$ cat src/rtl/bit_serializer.sv
// Parallel-to-serial front end: accepts WIDTH-bit words over valid/ready and shifts
// them out one bit per clock, with a one-word holding register for gap-free streaming.
module bit_serializer #(
    parameter int   WIDTH     = 8,
    parameter logic MSB_FIRST = 1'b1,
    parameter logic IDLE_BIT  = 1'b0
) (
    input  logic             CLK,
    input  logic             RST,
    input  logic [WIDTH-1:0] DIN,
    input  logic             DIN_VLD,
    output logic             DIN_RDY,
    output logic             OUT,
    output logic             OUT_VLD,
    output logic             FRAME_START,
    output logic             BUSY,
    output logic             DBG_STATE
);

    // Handshake: a word transfers on any cycle where DIN_VLD && DIN_RDY. DIN_RDY
    // depends only on HOLD_VLD and RST, never on DIN_VLD, and DIN may change freely
    // whenever the transfer condition is false.

    localparam int CW = (WIDTH > 2) ? $clog2(WIDTH) : 1;
    localparam logic [CW-1:0] LAST = CW'(WIDTH - 1);

    typedef enum logic {
        IDLE  = 1'b0,
        SHIFT = 1'b1
    } state_t;

    state_t           state;
    logic [WIDTH-1:0] sr;
    logic [WIDTH-1:0] hold;
    logic             hold_vld;
    logic [CW-1:0]    cnt;
    logic             out_q;
    logic             out_vld_q;
    logic             frame_start_q;

    logic             accept;
    logic             load_en;
    logic             drain;
    logic             advance;
    logic             hold_wr;
    logic [WIDTH-1:0] load_word;

    function automatic logic first_bit(input logic [WIDTH-1:0] w);
        return MSB_FIRST ? w[WIDTH-1] : w[0];
    endfunction

    function automatic logic [WIDTH-1:0] shift_once(input logic [WIDTH-1:0] w);
        return MSB_FIRST ? {w[WIDTH-2:0], 1'b0} : {1'b0, w[WIDTH-1:1]};
    endfunction

    function automatic logic second_bit(input logic [WIDTH-1:0] w);
        return MSB_FIRST ? w[WIDTH-2] : w[1];
    endfunction

    assign DIN_RDY = !hold_vld && !RST;
    assign accept  = DIN_VLD && DIN_RDY;

    // Decide what the shifter does at the next edge: load a new word, advance, or stop.
    always_comb begin
        load_en   = 1'b0;
        drain     = 1'b0;
        advance   = 1'b0;
        hold_wr   = 1'b0;
        load_word = DIN;
        case (state)
            IDLE: begin
                load_en = accept;
            end
            SHIFT: begin
                if (cnt == LAST) begin
                    if (hold_vld) begin
                        load_en   = 1'b1;
                        load_word = hold;
                        drain     = 1'b1;
                    end else if (accept) begin
                        load_en = 1'b1;
                    end
                end else begin
                    advance = 1'b1;
                    hold_wr = accept;
                end
            end
            default: begin
                load_en = 1'b0;
            end
        endcase
    end

    always_ff @(posedge CLK) begin
        if (RST) begin
            state         <= IDLE;
            sr            <= '0;
            hold          <= '0;
            hold_vld      <= 1'b0;
            cnt           <= '0;
            out_q         <= IDLE_BIT;
            out_vld_q     <= 1'b0;
            frame_start_q <= 1'b0;
        end else begin
            if (load_en) begin
                state         <= SHIFT;
                sr            <= load_word;
                cnt           <= '0;
                out_q         <= first_bit(load_word);
                out_vld_q     <= 1'b1;
                frame_start_q <= 1'b1;
            end else if (advance) begin
                sr            <= shift_once(sr);
                cnt           <= cnt + 1'b1;
                out_q         <= second_bit(sr);
                frame_start_q <= 1'b0;
            end else begin
                state         <= IDLE;
                out_q         <= IDLE_BIT;
                out_vld_q     <= 1'b0;
                frame_start_q <= 1'b0;
            end

            // A drain never coincides with a write because DIN_RDY is low while HOLD is full.
            if (drain) begin
                hold_vld <= 1'b0;
            end else if (hold_wr) begin
                hold     <= DIN;
                hold_vld <= 1'b1;
            end
        end
    end

    assign OUT         = out_q;
    assign OUT_VLD     = out_vld_q;
    assign FRAME_START = frame_start_q;
    assign BUSY        = (state == SHIFT) || hold_vld;
    assign DBG_STATE   = state;

endmodule

$ cat config.mk
export PLATFORM = sky130hd
export DESIGN_NAME = bit_serializer
export DESIGN_NICKNAME = d
export VERILOG_FILES = /design/src/rtl/bit_serializer.sv
export SDC_FILE = /design/constraint.sdc
export NUM_CORES = 1
export LEC_CHECK = 0
export BUFFER_PORTS_ARGS = -buffer_cell sky130_fd_sc_hd__buf_2
export CORE_MARGIN = 2
export CORE_UTILIZATION = 49
export DETAILED_ROUTE_END_ITERATION = 10
export PLACE_DENSITY = 0.79
export RECOVER_POWER = 100
export SKIP_CTS_REPAIR_TIMING = 1
export SYNTH_ARGS = -nofsm -noshare
export SYNTH_HDL_FRONTEND = slang
export SYNTH_SLANG_ARGS = --single-unit
$ cat constraint.sdc
create_clock -name CLK -period 1.6 [get_ports CLK]
set_input_delay 0.48 -clock CLK [delete_from_list [all_inputs] [get_ports CLK]]
set_output_delay 0.48 -clock CLK [all_outputs]
set_load 0.01 [all_outputs]
==> reports/results.txt <==
# setup viols final = 0
syn_nets = 129
Leak = 0.596 nW
Initial Util = 0.505
R2R Path End = sr[5]
placed cell count = 156
chip height = 51.3 um
post-detailed-route count of antenna-violating nets = 0
flops & latches, synth = 22
r2r setup slk = 0.08 ns
f_max = 654 MHz
total grt overflow = 0
Peak VDD IR = 0.578 mV
CP bufs+invs = 1
area grow syn2layout = 24.8%
number of global-route vias before repair = 794
via count = 915
Tot GR Track Use = 0.174
YS warnings = 0
CTS max path bufs = 2
htree depth = 1
hold-critical path depth = 3
Slew HR = 0.779
I/O Buffers = 16
CTS Buf Count = 3
max incr delay on CP = 0.37 ns
Sw Share = 0.252
clk slew on worst S/H paths = 0.12 ns
drt initial violations = 24
Synth Cell Area = 1100 um2
core area = 2170 um2
Distinct cells, synth = 30
Hold Crit Class = input pin to flop
sequential share of the synthesized area = 0.402
routability cong. = 0.821
WS Path Type = flop to output port
ratio of cells with drive above 1 in the final layout = 0.352
clock network fraction of total power = 0.277
CP endpoint kind = output port
cell count after synthesis = 115
Horiz. Die Dim = 51.3 um
hold slack = 0.436 ns
switching pwr = 0.000271 W
die area = 2630 um2
Post-DP HPWL = 1530 um
Avg Cell Area, Syn = 9.53 um2
Post-Route WL = 2330 um
antenna violations before repair = 0
Int Pwr = 0.000804 W
Clock Tree Root = clkbuf_4
critical-path cell list = or2_4 > clkbuf_2
final std cells w/o fill = 170
max-slew violations = 0
# nets final = 157
Worst R2R Path Depth = 7
Comb power frac = 0.173
I/O pins = 17
final core utilization = 0.630
routed vias/inst = 5.38
pin count of the biggest net entering global routing = 16
post-DR wirelength/cell = 13.7 um
first-pass GRT wire length = 3440 um
Crit path required time = 1.12 ns
Worst Max-Slew Pin Slew = 0.330 ns
TritonCTS clock tree = built
Placement Rows = 17
status = completed
Final period util = 0.955
hold path start = DIN[7]
DR DRC count = 0
Max-cap violations = 0
antenna fix cells = 0
First-pass DRT Iterations = 4
Largest delay share family, worst path = flip-flops
critical path launch point type = flop
Critical Path Fanout Max = 5
Min Clock Period, post-route = 1.53 ns
register share of total power = 0.550
# clock sinks = 22
Clock Skew = 0.00697 ns
CP max-delay cell = dfxtp_1
hold worst-path end = hold[7]
final hold viol count = 0
reg2reg start = cnt[1]
power per cell area = 786 nW/um2
arrival time worst endpoint = 1.05 ns
clk_lat worst skew = 0.30 ns
## layer usage
| layer | part of all wire | vias to the layer above | wire length (um) | GRT usage |
|---|---|---|---|---|
| met1 | 0.46 | 438 | 1060 | 0.238 |
| li1 | - | 455 | - | - |
| met3 | 0.031 | 4 | 73 | 0.0292 |
| met2 | 0.50 | 18 | 1180 | 0.266 |
| met4 | 0.0073 | 0 | 17 | 0.0789 |
| met5 | 0 | - | 0 | 0 |
## worst max path at each step
stage                   from    end  slack (ns)  cells after the start
global route          cnt[1]  sr[5]      -0.009                      7
detailed placement    cnt[0]  sr[1]       -0.10                      6
floorplan             cnt[0]  sr[2]        0.09                      7
global placement      cnt[0]  sr[6]       -0.01                      6
CTS                 hold_vld   BUSY       -0.15                      2
finish               OUT_VLD   BUSY        0.07                      2
## state kept, by name, indices dropped and copies added (netlist names)
signal	count
FRAME_START	1
OUT	1
OUT_VLD	1
cnt	3
hold	8
hold_vld	1
sr	7
## cell usage after synthesis
cell,n,area [um2]
inv_1,3,11.3
nor2b_1,3,18.8
buf_6,2,22.5
nand2_1,17,63.8
nand4b_1,1,8.76
and3_4,1,11.3
buf_4,3,22.5
nor2_4,1,11.3
a21oi_1,4,20.0
or2_1,1,6.26
xnor2_1,1,8.76
nand3_4,1,17.5
nor2_1,9,33.8
buf_1,2,7.51
ha_1,3,37.5
nand2b_4,1,13.8
nand2b_1,3,18.8
o32ai_1,1,8.76
and2_1,6,37.5
buf_2,2,10.0
a211oi_1,3,22.5
dfxtp_1,22,440
a311oi_1,6,52.6
o22ai_1,1,6.26
or2_2,1,6.26
a211oi_2,4,50.1
o21ai_1,1,5.00
o211ai_2,1,12.5
mux2i_1,10,100
o211a_1,1,10.0
## cell families after synthesis
kind of cell,Yosys count,synth area share
simple gates,45,0.226
compound gates,22,0.171
flops,22,0.402
fa+ha+maj,3,0.0343
mux,10,0.0913
buf+inv,12,0.0674
xor+xnor,1,0.00799
## power by group through the flow
stage / logic, W / clock network [W] / registers (W)
2_1_floorplan: 0.000108 / 0 / 0.000602
3_3_place_gp: 0.000137 / 0 / 0.000608
3_5_place_dp: 0.000141 / 0 / 0.000610
4_1_cts: 0.000142 / 0.000305 / 0.000598
5_1_grt: 0.000202 / 0.000334 / 0.000593
6_report: 0.000186 / 0.000298 / 0.000592
## layout make-up
class | count | area [um2]
inverters | 3 | 11.3
multi-input cells | 81 | 631
well taps | 28 | 35.0
fillers | 186 | 802
repair buffers | 32 | 209
flip-flops and latches | 22 | 445
clock buffers | 4 | 36.3
## placed cells by master (no fill, tap or decap), drive strengths merged, types with 2 or more instances in the layout
cell and instances:
buf 25, dfxtp 22, nand2 17, clkbuf 11, mux2i 10, nor2 10
a211oi 7, and2 6, a311oi 6, a21oi 4, nand2b 4, nor2b 3
inv 3, ha 3, or2 2
## through the flow
| step | total power, W | setup slack (ns) | area, um2 | setup TNS [ns] |
|---|---|---|---|---|
| 4_1_cts | 0.00105 | -0.153 | 1230 | -0.656 |
| 3_5_place_dp | 0.000751 | -0.102 | 1190 | -0.348 |
| 3_3_place_gp | 0.000746 | -0.0140 | 1190 | -0.0276 |
| 2_1_floorplan | 0.000709 | 0.0864 | 1100 | 0 |
| 6_report | 0.00108 | 0.0719 | 1370 | 0 |
| 5_1_grt | 0.00113 | -0.00903 | 1370 | -0.0166 |
## tightest hold or removal path: stages
cell and delay [ns]:
buf_2 0.09, mux2i_1 0.06, nor2_1 0.08
No activity file was read; power rests on OpenSTA's default activity.
